**src/rtl/mm_pkg.sv**
```systemverilog
// Shared types and default dimensions for the matrix-multiply scheduler.
package mm_pkg;

    typedef enum logic [2:0] {
        IDLE,
        LOAD,
        CALC,
        DRAIN,
        WRITE,
        READ
    } state_t;

    localparam int unsigned DEF_X_ROWS  = 4;
    localparam int unsigned DEF_X_COLS  = 8;
    localparam int unsigned DEF_C_COLS  = 4;
    localparam int unsigned DEF_MAC_LAT = 2;

    // Counter width for a range of n values; never below one bit.
    function automatic int unsigned cw(input int unsigned n);
        return (n > 1) ? $clog2(n) : 1;
    endfunction

endpackage

```
**src/rtl/mm_loop_cnt.sv**
```systemverilog
// Nested row/column/k loop counter for the compute phase, with last-flags
// and the row/column values the next step will produce.
module mm_loop_cnt
    import mm_pkg::*;
#(
    parameter int unsigned ROWS = DEF_X_ROWS,
    parameter int unsigned COLS = DEF_C_COLS,
    parameter int unsigned KLEN = DEF_X_COLS
) (
    input  logic                  clk,
    input  logic                  rst,
    input  logic                  clr,
    input  logic                  k_step,
    input  logic                  rc_step,
    output logic [cw(ROWS)-1:0]   r,
    output logic [cw(COLS)-1:0]   c,
    output logic [cw(ROWS)-1:0]   r_nxt,
    output logic [cw(COLS)-1:0]   c_nxt,
    output logic                  k_last,
    output logic                  pair_last
);

    localparam int unsigned RB = cw(ROWS);
    localparam int unsigned CB = cw(COLS);
    localparam int unsigned KB = cw(KLEN);

    logic [KB-1:0] k;
    logic          c_last;
    logic          r_last;

    always_comb begin
        k_last    = (k == KB'(KLEN - 1));
        c_last    = (c == CB'(COLS - 1));
        r_last    = (r == RB'(ROWS - 1));
        pair_last = c_last && r_last;
        c_nxt     = c_last ? '0 : c + CB'(1);
        r_nxt     = r;
        if (c_last) begin
            r_nxt = r_last ? '0 : r + RB'(1);
        end
    end

    always_ff @(posedge clk or posedge rst) begin
        if (rst) begin
            k <= '0;
            c <= '0;
            r <= '0;
        end else if (clr) begin
            k <= '0;
            c <= '0;
            r <= '0;
        end else begin
            if (k_step) begin
                k <= k_last ? '0 : k + KB'(1);
            end
            if (rc_step) begin
                c <= c_nxt;
                r <= r_nxt;
            end
        end
    end

endmodule

```
**src/rtl/matmul_scheduler.sv**
```systemverilog
// Sequencer for the X-by-coefficient matmul datapath: X load, MAC loop with
// drain and result write, then host readout handshake.
module matmul_scheduler
    import mm_pkg::*;
#(
    parameter int unsigned X_ROWS  = DEF_X_ROWS,
    parameter int unsigned X_COLS  = DEF_X_COLS,
    parameter int unsigned C_COLS  = DEF_C_COLS,
    parameter int unsigned MAC_LAT = DEF_MAC_LAT
) (
    input  logic                               clk,
    input  logic                               rst,
    input  logic                               start_in,
    input  logic                               valid_input,
    input  logic                               cs_n,
    output logic                               x_we,
    output logic [$clog2(X_ROWS*X_COLS)-1:0]   x_addr,
    output logic [$clog2(C_COLS*X_COLS)-1:0]   coef_addr,
    output logic                               mac_clr,
    output logic                               mac_en,
    output logic                               web,
    output logic [$clog2(X_ROWS*C_COLS)-1:0]   res_addr,
    output logic                               ry,
    output logic                               busy,
    output logic                               finish
);

    localparam int unsigned XA = $clog2(X_ROWS * X_COLS);
    localparam int unsigned CA = $clog2(C_COLS * X_COLS);
    localparam int unsigned RA = $clog2(X_ROWS * C_COLS);
    localparam int unsigned DB = cw(MAC_LAT);

    state_t               state;
    logic [XA-1:0]        load_cnt;
    logic [RA-1:0]        rd_cnt;
    logic                 rd_done;
    logic [DB-1:0]        drain_cnt;
    logic                 lc_clr;
    logic                 k_step;
    logic                 rc_step;
    logic [cw(X_ROWS)-1:0] r, r_nxt;
    logic [cw(C_COLS)-1:0] c, c_nxt;
    logic                 k_last;
    logic                 pair_last;

    always_comb begin
        x_we    = (state == LOAD) && valid_input;
        lc_clr  = (state == IDLE);
        k_step  = (state == CALC);
        rc_step = (state == WRITE);
    end

    mm_loop_cnt #(
        .ROWS (X_ROWS),
        .COLS (C_COLS),
        .KLEN (X_COLS)
    ) u_loop (
        .clk       (clk),
        .rst       (rst),
        .clr       (lc_clr),
        .k_step    (k_step),
        .rc_step   (rc_step),
        .r         (r),
        .c         (c),
        .r_nxt     (r_nxt),
        .c_nxt     (c_nxt),
        .k_last    (k_last),
        .pair_last (pair_last)
    );

    // Outputs are loaded on the edge that enters a state so they line up
    // with the cycle the FSM spends in it; CALC walks addresses incrementally.
    always_ff @(posedge clk or posedge rst) begin
        if (rst) begin
            state     <= IDLE;
            load_cnt  <= '0;
            rd_cnt    <= '0;
            rd_done   <= 1'b0;
            drain_cnt <= '0;
            x_addr    <= '0;
            coef_addr <= '0;
            res_addr  <= '0;
            mac_clr   <= 1'b0;
            mac_en    <= 1'b0;
            web       <= 1'b1;
            ry        <= 1'b0;
            busy      <= 1'b0;
            finish    <= 1'b0;
        end else begin
            finish <= 1'b0;
            case (state)
                IDLE: begin
                    if (start_in) begin
                        state    <= LOAD;
                        busy     <= 1'b1;
                        load_cnt <= '0;
                        x_addr   <= '0;
                    end
                end
                LOAD: begin
                    if (valid_input) begin
                        if (load_cnt == XA'(X_ROWS * X_COLS - 1)) begin
                            state     <= CALC;
                            mac_en    <= 1'b1;
                            mac_clr   <= 1'b1;
                            x_addr    <= '0;
                            coef_addr <= '0;
                        end else begin
                            load_cnt <= load_cnt + XA'(1);
                            x_addr   <= load_cnt + XA'(1);
                        end
                    end
                end
                CALC: begin
                    mac_clr <= 1'b0;
                    if (k_last) begin
                        state     <= DRAIN;
                        mac_en    <= 1'b0;
                        drain_cnt <= '0;
                    end else begin
                        x_addr    <= x_addr + XA'(1);
                        coef_addr <= coef_addr + CA'(1);
                    end
                end
                DRAIN: begin
                    if (drain_cnt == DB'(MAC_LAT - 1)) begin
                        state    <= WRITE;
                        web      <= 1'b0;
                        res_addr <= RA'(r) * RA'(C_COLS) + RA'(c);
                    end else begin
                        drain_cnt <= drain_cnt + DB'(1);
                    end
                end
                WRITE: begin
                    web <= 1'b1;
                    if (pair_last) begin
                        state    <= READ;
                        res_addr <= '0;
                        rd_cnt   <= '0;
                        rd_done  <= 1'b0;
                    end else begin
                        state     <= CALC;
                        mac_en    <= 1'b1;
                        mac_clr   <= 1'b1;
                        x_addr    <= XA'(r_nxt) * XA'(X_COLS);
                        coef_addr <= CA'(c_nxt) * CA'(X_COLS);
                    end
                end
                READ: begin
                    if (rd_done) begin
                        ry      <= 1'b0;
                        finish  <= 1'b1;
                        busy    <= 1'b0;
                        rd_done <= 1'b0;
                        state   <= IDLE;
                    end else if (!cs_n) begin
                        ry       <= 1'b1;
                        res_addr <= rd_cnt;
                        if (rd_cnt == RA'(X_ROWS * C_COLS - 1)) begin
                            rd_done <= 1'b1;
                        end else begin
                            rd_cnt <= rd_cnt + RA'(1);
                        end
                    end else begin
                        ry <= 1'b0;
                    end
                end
                default: state <= IDLE;
            endcase
        end
    end

endmodule
```
**config.mk**
```make
export PLATFORM = sky130hd
export DESIGN_NAME = matmul_scheduler
export DESIGN_NICKNAME = d
export VERILOG_FILES = /design/src/rtl/mm_pkg.sv /design/src/rtl/mm_loop_cnt.sv /design/src/rtl/matmul_scheduler.sv
export SDC_FILE = /design/constraint.sdc
export NUM_CORES = 1
export LEC_CHECK = 0
export ABC_CLOCK_PERIOD_IN_PS = 2220
export CAP_MARGIN = 30
export CORE_MARGIN = 3
export CORE_UTILIZATION = 56
export CTS_CLUSTER_DIAMETER = 60
export DETAILED_ROUTE_END_ITERATION = 10
export PLACE_DENSITY = 0.79
export SYNTH_ARGS = -nofsm -noshare
export SYNTH_HDL_FRONTEND = slang
export SYNTH_SLANG_ARGS = --single-unit
export TNS_END_PERCENT = 5
```
**constraint.sdc**
```tcl
create_clock -name clk -period 2.22 [get_ports clk]
set_input_delay 0.555 -clock clk [delete_from_list [all_inputs] [get_ports clk]]
set_output_delay 0.555 -clock clk [all_outputs]
set_load 0.005 [all_outputs]
```
Yosys cells after proc, flatten, opt, wreduce, memory -nomap -nowiden
Cells that the tools add are included.
Storage, ports and cells
  register bits: 41
  output and inout port bits: 21
Operators by class
  equality and inequality tests: 23
  muxes and demuxes: 63
  $add $sub $neg: 9
  reduce and logical (&&, ||, !) cells: 25
Operators by type and width (number)
  $mux 5: 11
  $mux 3: 10
  $mux 4: 7
  $reduce_and 5->1: 5
  $ne 2x2->1 const B: 10
  $pmux 5 s4: 1
  $pmux 3 s6: 1
  $mux 1: 16
  $add 5x1->5 const B: 3
  $pmux 5 s3: 1
  $mux 2: 7
  $reduce_bool 2->1: 7
  $pmux 4 s3: 1
  $pmux 5 s2: 1
  $eq 3x3->1 const B: 3
  $pmux 1 s2: 4
  $pmux 4 s2: 1
  $reduce_and 4->1: 2
  $eq 3x2->1 const B: 2
  $ne 2x1->1 const B: 3
  $pmux 1 s3: 2
  $reduce_and 2->1: 3
  $reduce_and 6->1: 1
  $reduce_bool 3->1: 2
  other kinds (13): 16

Depth between registers and ports, before layout
Gate-level depths: netlist of the first run.
  depth in word-level cells: 5
  gate-level depth with buffers: 7
  mapped depth without buffers: 7

Cells and area by module
From an unflattened synthesis of the first run, not the netlist that was laid out.
Second synthesis, totals
  cells, all modules: 244
  area total of the unflattened synthesis: 2397.3 µm²
Modules (own cells, without submodules)
  matmul_scheduler: area each 1998.2 µm², sequential area each 852.1 µm², instances 1, cells an instance 208
  mm_loop_cnt: area each 399.1 µm², sequential area each 175.2 µm², instances 1, cells an instance 36

Least setup slack after synthesis of the first run
No wires, ideal clock.
  path type: register -> register
  start point: register load_cnt[0]
  end point: register coef_addr[4]
  library setup time: 0.121 ns
  clock period less this slack: 1.824 ns
  required time: 2.099 ns
  stages on the path, launching flop included: 8
  buffers on the path: 0
  data arrival time: 1.703 ns
  path slack: 0.396 ns
  cells stage by stage: dfrtp_1 -> ha_1 -> and3_1 -> ha_1 -> nand4b_1 -> a21oi_1 -> or2_1 -> a22o_1
Between the ends
  cells in the longest elaborated chain, start to end: 3
Ends and longest elaborated chain
  from (decl): line matmul_scheduler.sv:34  | logic [XA-1:0] load_cnt;
  from (signal assigned): line matmul_scheduler.sv:109  | load_cnt <= load_cnt + XA'(1);
  $eq 5x5->1: line matmul_scheduler.sv:102  | if (load_cnt == XA'(X_ROWS * X_COLS - 1)) begin
  $ne 2x1->1 (no line)
  $reduce_and 5->1 (no line)
  to (signal assigned): line matmul_scheduler.sv:122  | coef_addr <= coef_addr + CA'(1);
  to (signal assigned): line matmul_scheduler.sv:146  | coef_addr <= CA'(c_nxt) * CA'(X_COLS);
  to (decl): line matmul_scheduler.sv:18  | output logic [$clog2(C_COLS*X_COLS)-1:0] coef_addr,
No other way between the ends.
A chain may end at the register's enable or synchronous reset.

Worst setup path in the final report of the first run
Ends and elaborated chain as after synthesis.

==> results of run 1 <==
layer usage:
metal | part of all wire, % | vias up | wire length [um]
met1 | 46 | 990 | 2460
met2 | 48 | 45 | 2570
li1 | - | 975 | -
met4 | 1.8 | 0 | 98
met5 | 0 | - | 0
met3 | 4.0 | 10 | 214
report_power, final:
| group | internal (W) | leakage (nW) | switching (W) | total (W) |
|---|---|---|---|---|
| clock network | 0.000366 | 0.0574 | 0.000273 | 0.000639 |
| logic | 0.00000954 | 0.729 | 0.0000173 | 0.0000269 |
| registers | 0.000746 | 0.484 | 0 | 0.000746 |
| total | 0.00112 | 1.27 | 0.000291 | 0.00141 |
worst reg2reg max path, cell delays in order (launching register included):
cell and delay [ps]:
dfrtp_1 430, ha_1 270, and3_1 210, ha_1 270, nand4b_1 170, a21oi_2 90
or2_1 290, a22o_1 230
synth_stat cells, types with 2 or more instances:
cell,count,area [sq um]
dfrtp_1,40,1000
nand2_1,33,124
o21ai_0,26,130
nand3_1,14,70.1
nor2_1,13,48.8
ha_1,10,125
mux2_2,8,90.1
nand2b_1,7,43.8
a21oi_1,6,30.0
nor2b_1,6,37.5
mux2i_1,5,50.1
a22o_1,4,35.0
clkbuf_1,4,15.0
inv_1,4,15.0
nand4_1,4,25.0
nor3_1,4,20.0
o22ai_1,4,25.0
a22oi_1,3,22.5
and2_1,3,18.8
and3_1,3,18.8
buf_2,3,15.0
buf_6,2,22.5
nand4b_1,2,17.5
nor2_2,2,12.5
nor3b_1,2,15.0
o211ai_2,2,25.0
o21ai_1,2,10.0
o31ai_1,2,15.0
or2_1,2,12.5
or3b_1,2,17.5
or3b_4,2,22.5
xnor2_1,2,17.5
cells by family after synthesis:
family | count (synthesis) | synth area share, %
compound gates | 61 | 16.7
buf+inv | 14 | 3.16
flops | 41 | 43.2
fa+ha+maj | 10 | 5.27
xor+xnor | 3 | 1.11
mux | 13 | 5.90
simple gates | 107 | 24.6
metrics by stage:
| stage | setup WS [ps] | cells | util (%) | area (sq um) | setup TNS, ps |
|---|---|---|---|---|---|
| floorplan | 396 | 249 | - | 2380 | 0 |
| global placement | 6.44 | 327 | 67.2 | 2730 | 0 |
| detailed placement | -11.7 | 327 | 67.2 | 2730 | -11.7 |
| CTS | 146 | 335 | 70.2 | 2850 | 0 |
| global route | 3.75 | 335 | 70.3 | 2850 | 0 |
| finish | 174 | 335 | 70.3 | 2850 | 0 |
registers in the layout, summed over array words and instances (netlist names), 2 cells and up:
name and count:
u_loop.c 2, state 3, coef_addr 5, rd_cnt 4, u_loop.r 2, u_loop.k 3
x_addr 5, res_addr 4, load_cnt 5
area by class of cell:
cell class	count	area, sq um
multi-input combinational	194	1280
fill	325	1200
timing repair buffer	38	347
tap	50	62.6
clock buffer	6	82.6
sequential	41	1030
clock inverter	2	37.5
inverter	4	15.0
final timing paths:
path,start,slack [ps],cells past startpoint,to
worst min-delay path,u_loop.k[0],500,1,u_loop.k[0]
worst max-delay path,load_cnt[0],170,7,coef_addr[4]
max in group asynchronous,rst,1160,3,web
min in group asynchronous,rst,690,3,coef_addr[1]
worst max register to register,load_cnt[0],170,7,coef_addr[4]
worst min register to register,u_loop.k[0],500,1,u_loop.k[0]
what timing repair did:
item	4_1_cts	5_1_grt
gates resized for setup	2	1
setup buffers	0	0
endpoints found under the hold margin	0	0
pin swaps	0	0
setup endpoints to repair	1	1
==> out/metrics.yaml, run 1 <==
run_status:
  status: "finished, final reports clean"
detailed_routing:
  route.detailed.drc: 0
  routedWlPerCell_um: 15.9
  vias_per_cell: 6.03
  final_antenna_net_count: 0
  firstDrtPassIters: 4
  num_vias: 2020
  routed_wl_mm: 5.34
  drtIter0Drc: 217
min_path:
  hp-class: "register to register"
finish:
  mostFrequentLayoutCell: "dfrtp_1"
  drive_gt1_share_pct: 15.4
  area_delta_synth_final_pct: 20.1
  nets: 299
  num_antenna_cells: 0
  layout_common_cells: "dfrtp_1 (40), nand2_1 (33), o21ai_0 (26), clkdlybuf4s50_1 (24), nand3_1 (14)"
power:
  powerDensity_nw_per_um2: 495
  leakage_nw: 1.27
  total_power_w: 0.00141
  ir_drop_mv: 0.333
job:
  drv_cap: 0
global_routing:
  grt_util_met3_pct: 4.12
  grtUsageMet1_pct: 32.6
  grt_pass1_vias: 1916
  grt_use_met2_pct: 36.0
  grt_start_max_net_pins: 42
  grt_pass1_wl_mm: 9.27
  grt.total_usage_pct: 23.1
  antenna_found_initial: 0
  grt_most_used_layer: "met2"
  grt_overflow: 0
floorplan:
  ioPinCount: 26
  rows: 23
  die_area_sq_um: 5060
  core-area_sq_um: 4060
  die_w_um: 71.1
  fp.dieH_um: 71.1
  start_util_pct: 58.6
setup_path:
  max_stage_delay_ps: 430
  required_ps: 2410
  path_cells: "ha_1, and3_1, ha_1, nand4b_1, a21oi_2, or2_1, a22o_1"
  path_class: "register to register"
  crit_family: "simple AND/OR/NAND/NOR gates"
  critPathArrivalTime_ps: 2240
  crit_path_end_kind: "register"
  cp-start-kind: "register"
  crit_top_cell: "ha_1"
  path_buf_inv: 0
  worst_path_max_delay_cell: "dfrtp_1"
  path_max_fanout: 5
clock_tree:
  cts.sinks: 41
  clk_latency_ps: 300
  cts_buffers: 5
  cts_root_buffer: "clkbuf_8"
  cts_tree: "done"
  cts_buffer_depth: 2
  cts.clk_slew.worst_paths_ps: 80
  holdBufCountCts: 0
  cts_max_level: 2
logic_synthesis:
  yosys_warnings: 0
  netlist_area_sq_um: 2380
  synthesis.nets: 264
  synthFlopType: "dfrtp_1"
  seq_area_frac_synth_pct: 43.2
  async_reset_ff_share_pct: 100
  synth-seq-cells: 41
  synth_edf_count: 0
  synthDistinctLibCells: 55
  avgSynthCellArea_sq_um: 9.54
  synth_cells: 249
timing:
  rsz0062_at_grt: "false"
  period_share_pct: 92.2
  relSlewSlack_pct: 65.1
  fmax_mhz: 489
  finalHoldViolCount: 0
  setup_viol: 0
  timing.hold.ws_ps: 499
  timing.final.crit_period_ps: 2050
  worstMarginPinSlew_ps: 524
  report.final.slew_viol_count: 0
  skew_ps: 6.39
place:
  hpwl_mm: 3.72
  gp_congestion: 0.874
  port-buffer-count: 25
No activity file was read; power rests on OpenSTA's default activity.
==> run 2, diff against run 1 <==
- CORE_ASPECT_RATIO: not set -> 0.5
- SETUP_SLACK_MARGIN: not set -> 0.5
==> run 2 against run 1 <==
Utilization is 5.5 points higher. Sequential power hardly changed. Cell count is 3.3% higher. Register-to-register slack better by 210 ps. Sequential share of layout area is 2.0 points lower. Critical path depth is 4 lower.
==> out/metrics.yaml, run 2 (synthesis results as in run 1) <==
run_status:
  status: "finished, final reports clean"
clock_tree:
  cts.sinks: 41
  cts_root_buffer: "clkbuf_8"
  holdBufCountCts: 0
  cts_max_level: 2
  cts_buffers: 5
  clk_latency_ps: 300
  cts.clk_slew.worst_paths_ps: 90
  cts_tree: "done"
  cts_buffer_depth: 2
setup_path:
  max_stage_delay_ps: 420
  path_class: "register to output pin"
  cp-start-kind: "register"
  reg2reg_depth: 5
  path_cells: "nor3b_2, and2_4, clkbuf_2"
  r2r_slack_ps: 380
  worst_path_max_delay_cell: "dfrtp_1"
  worstSetupStartpoint: "state[2]"
  crit_path_end_kind: "output pin"
  endpoint: "x_we"
  r2r_end: "x_addr[0]"
  required_ps: 1660
  critPathArrivalTime_ps: 1290
  reg2reg_from: "u_loop.c[0]"
  path_max_fanout: 2
finish:
  layout_common_cells: "dfrtp_1 (39), nand2_1 (33), o21ai_0 (26), clkdlybuf4s50_1 (22), buf_4 (16)"
  largestRegisters: "coef_addr (5), load_cnt (5), x_addr (5)"
  mostFrequentLayoutCell: "dfrtp_1"
  postLayoutCoreUtil_pct: 75.8
  num_antenna_cells: 0
  fillers: 272
  drive_gt1_share_pct: 21.6
  area_delta_synth_final_pct: 27.2
  nets: 306
power:
  leakage_nw: 1.32
  ir_drop_mv: 0.354
  powerDensity_nw_per_um2: 464
detailed_routing:
  num_vias: 2046
  final_antenna_net_count: 0
  route.detailed.drc: 0
  firstDrtPassIters: 4
  routed_wl_mm: 5.77
  routedWlPerCell_um: 16.7
  drtIter0Drc: 81
  vias_per_cell: 5.91
timing:
  setup_viol: 0
  timing.hold.ws_ps: 514
  timing.final.crit_period_ps: 1850
  finalHoldViolCount: 0
  period_share_pct: 83.2
  worst_slack_ps: 373
  worstMarginPinSlew_ps: 521
  report.final.slew_viol_count: 0
  skew_ps: 11.2
  rsz0062_at_grt: "true"
  relSlewSlack_pct: 65.3
  fmax_mhz: 541
  setup_tns_ps: 0
global_routing:
  antenna_found_initial: 0
  grt_pass1_wl_mm: 9.78
  grt_start_max_net_pins: 42
  grt.total_usage_pct: 24.4
  grt_overflow: 0
  grt_pass1_vias: 1998
place:
  gp_congestion: 0.853
  hpwl_mm: 3.91
  port-buffer-count: 25
  dp_slack_ps: -95.0
job:
  drv_cap: 0
floorplan:
  ioPinCount: 26
  die_w_um: 98.1
  die_area_sq_um: 5110
  fp.dieH_um: 52.1
  rows: 16
  start_util_pct: 59.6
  core-area_sq_um: 3980
min_path:
  hp-class: "register to register"
-- run 2: changes by cell type in the layout (fill, tap and decap cells not counted), sizes merged --
cell	change
buf	+7
clkbuf	+1
clkdlybuf4s50	-2
dlygate4sd2	+1
-- run 2: metrics by stage --
stage / power, W / cell area, sq um / std cells
4_1_cts: 0.00142 / 2950 / 345
2_1_floorplan: 0.000774 / 2390 / 249
3_5_place_dp: 0.000788 / 2740 / 330
3_3_place_gp: 0.000787 / 2740 / 330
5_1_grt: 0.00145 / 3020 / 346
6_report: 0.00140 / 3020 / 346
-- run 2: cell type report --
cell class              count  area [sq um]  share of cell area, %
clock buffers               6          82.6                   2.73
clock inverters             2          37.5                   1.24
inverters                   4          15.0                  0.497
multi-input cells         194          1370                   45.3
flip-flops and latches     41          1030                   34.0
well taps                  54          67.6                   2.24
repair buffers             45           420                   13.9
-- run 2: per-layer routing --
layer | global-route usage (%) | wire, um | share of wire, %
met3 | 6.16 | 397 | 6.9
met4 | 5.98 | 76 | 1.3
met5 | 0 | 0 | 0
met2 | 39.3 | 2560 | 44
met1 | 33.3 | 2740 | 47
-- run 2: critical path: cells and delay by family (launching register included) --
family | cells | cell delay [ps]
DFF | 1 | 420
buffers and inverters | 1 | 110
and+or+nand+nor | 2 | 470
-- run 2: what timing repair did --
item                                    4_1_cts  5_1_grt
endpoints found under the setup margin       36       45
pin swaps                                     4        7
setup buffers                                 7        1
gates resized for setup                       8       19
-- run 2: power breakdown --
part	internal [W]	switching [W]	total, W
Clock	0.000366	0.000267	0.000632
Sequential	0.000746	0	0.000746
Combinational	0.00000783	0.0000170	0.0000248
-- run 2: worst min-delay path by stage --
stage | start | to | slack [ps] | cells past startpoint
finish | web | web | 510 | 2
global route | res_addr[0] | res_addr[0] | 530 | 1
CTS | web | web | 520 | 2
detailed placement | ry | ry | 500 | 2
global placement | u_loop.k[0] | u_loop.k[0] | 480 | 1
floorplan | u_loop.k[0] | u_loop.k[0] | 460 | 1
==> run 3, diff against run 2 <==
- ABC_CLOCK_PERIOD_IN_PS: 2220 -> 1900
- clock period: 2.22 -> 1.9 ns (I/O delays scaled with it)
==> run 3 against run 2 <==
Cell count up 4.3%. Utilization up 3.0 points. Sequential share of layout area down 1.3 points. Register-to-register slack worse by 320 ps. Via count up 6.1%. Clock skew down 4.8 ps. Power up 24%. Clock power up 32%. Sequential power up 17%. First-iteration DRC count up 80%. Design area up 3.9%. Critical endpoint is now x_addr[3].
==> out/metrics.yaml, run 3 (synthesis results as in run 1) <==
clock_tree:
  cts_buffers: 5
  cts_buffer_depth: 2
  cts_root_buffer: "clkbuf_8"
  cts_tree: "done"
  cts_max_level: 2
  holdBufCountCts: 0
  clk_latency_ps: 300
  cts.clk_slew.worst_paths_ps: 80
  cts.sinks: 41
setup_path:
  path_buf_inv: 0
  reg2reg_depth: 6
  r2r_end: "x_addr[3]"
  path_max_fanout: 5
  path_class: "register to register"
  max_stage_delay_ps: 540
  reg2reg_from: "u_loop.k[1]"
  crit_family: "simple AND/OR/NAND/NOR gates"
  path_cells: "ha_2, ha_4, or4b_4, o211ai_4, nand4_1, o211ai_2"
  critPathArrivalTime_ps: 2060
  crit_path_end_kind: "register"
  worst_path_max_delay_cell: "or4b_4"
  required_ps: 2120
  cp-start-kind: "register"
  r2r_slack_ps: 60
global_routing:
  grt.total_usage_pct: 24.6
  grt_pass1_vias: 2075
  grt_overflow: 0
  grt_start_max_net_pins: 42
  antenna_found_initial: 0
  grt_pass1_wl_mm: 9.98
timing:
  worst_slack_ps: 56.0
  timing.final.crit_period_ps: 1840
  skew_ps: 6.36
  relSlewSlack_pct: 78.1
  period_share_pct: 97.1
  report.final.slew_viol_count: 0
  finalHoldViolCount: 0
  rsz0062_at_grt: "true"
  fmax_mhz: 542
  worstMarginPinSlew_ps: 325
  setup_viol: 0
floorplan:
  fp.dieH_um: 52.1
  start_util_pct: 59.6
  die_w_um: 98.1
  die_area_sq_um: 5110
  core-area_sq_um: 3980
  rows: 16
  ioPinCount: 26
finish:
  area_delta_synth_final_pct: 32.1
  fin_cells: 361
  final_area_sq_um: 3140
  num_antenna_cells: 0
  layout_common_cells: "dfrtp_1 (40), nand2_1 (33), buf_4 (32), o21ai_0 (26), clkdlybuf4s50_1 (24)"
  drive_gt1_share_pct: 25.7
  nets: 321
  mostFrequentLayoutCell: "dfrtp_1"
  largestRegisters: "coef_addr (5), load_cnt (5), x_addr (5)"
detailed_routing:
  drtIter0Drc: 146
  route.detailed.drc: 0
  final_antenna_net_count: 0
  num_vias: 2170
  firstDrtPassIters: 4
  vias_per_cell: 6.01
  routed_wl_mm: 6.03
  routedWlPerCell_um: 16.7
place:
  port-buffer-count: 25
  hpwl_mm: 3.96
  dp_slack_ps: -190
  gp_congestion: 0.869
  placed_cells: 341
  post_dp_cell_area_sq_um: 2870
power:
  comb_power_share_pct: 2.1
  ir_drop_mv: 0.432
  switching_power_w: 0.000336
  leakage_nw: 1.40
  power_frac_seq_pct: 50.0
  p_sw_share_pct: 19.2
  clock_power_share_pct: 47.9
  powerDensity_nw_per_um2: 556
  p_int_w: 0.00141
min_path:
  hp-class: "register to register"
  min-delay-start: "res_addr[2]"
  min_to: "res_addr[2]"
  whs_path_depth: 1
run_status:
  status: "finished, final reports clean"
job:
  drv_cap: 0
-- run 3: cell count changes in the layout (fill, tap and decap cells not counted), sizes merged --
cell / before / now
clkbuf: 7 / 5
clkinvlp: 1 / 0
dlygate4sd2: 2 / 0
clkdlybuf4s50: 22 / 24
buf: 20 / 36
bufinv: 1 / 2
clkinv: 0 / 1
-- run 3: area by class of cell --
class / instances / area, sq um
clock buffer: 5 / 68.8
clock inverter: 3 / 65.1
fill: 249 / 845
inverter: 4 / 15.0
multi-input combinational: 194 / 1360
sequential: 41 / 1030
tap: 54 / 67.6
timing repair buffer: 60 / 537
-- run 3: through the flow --
step | util [%] | setup TNS (ps) | power [W] | hold WS, ps
floorplan | - | 0 | 0.000904 | 459
global placement | 72.0 | -557 | 0.000926 | 482
detailed placement | 72.0 | -979 | 0.000927 | 498
CTS | 78.3 | 0 | 0.00176 | 519
global route | 78.8 | 0 | 0.00180 | 531
finish | 78.8 | 0 | 0.00174 | 514
-- run 3: per-layer routing --
metal	track usage (%)	vias to the layer above	wire (um)
li1	-	1017	-
met1	32.6	1050	2740
met2	41.8	88	2810
met3	5.62	15	391
met4	5.52	0	82
met5	0	-	0
-- run 3: repair_timing --
action	4_1_cts	5_1_grt
pin swaps	8	5
setup buffers	11	1
endpoints found under the setup margin	50	53
gates resized for setup	14	2
-- run 3: worst max path at each step --
stage	endpoint	cells after the start	from
after CTS	web	1	web
after detailed placement	x_we	3	valid_input
final	x_addr[3]	6	u_loop.k[1]
after global placement	x_we	3	valid_input
after floorplan	coef_addr[4]	7	load_cnt[0]
after global routing	coef_addr[4]	7	load_cnt[1]
-- run 3: power by group through the flow --
stage | Combinational, W | Sequential [W] | Clock [W]
after floorplan | 0.0000148 | 0.000889 | 0
after global placement | 0.0000373 | 0.000889 | 0
after detailed placement | 0.0000377 | 0.000889 | 0
after CTS | 0.0000383 | 0.000872 | 0.000851
final | 0.0000369 | 0.000872 | 0.000836
after global routing | 0.0000414 | 0.000872 | 0.000882
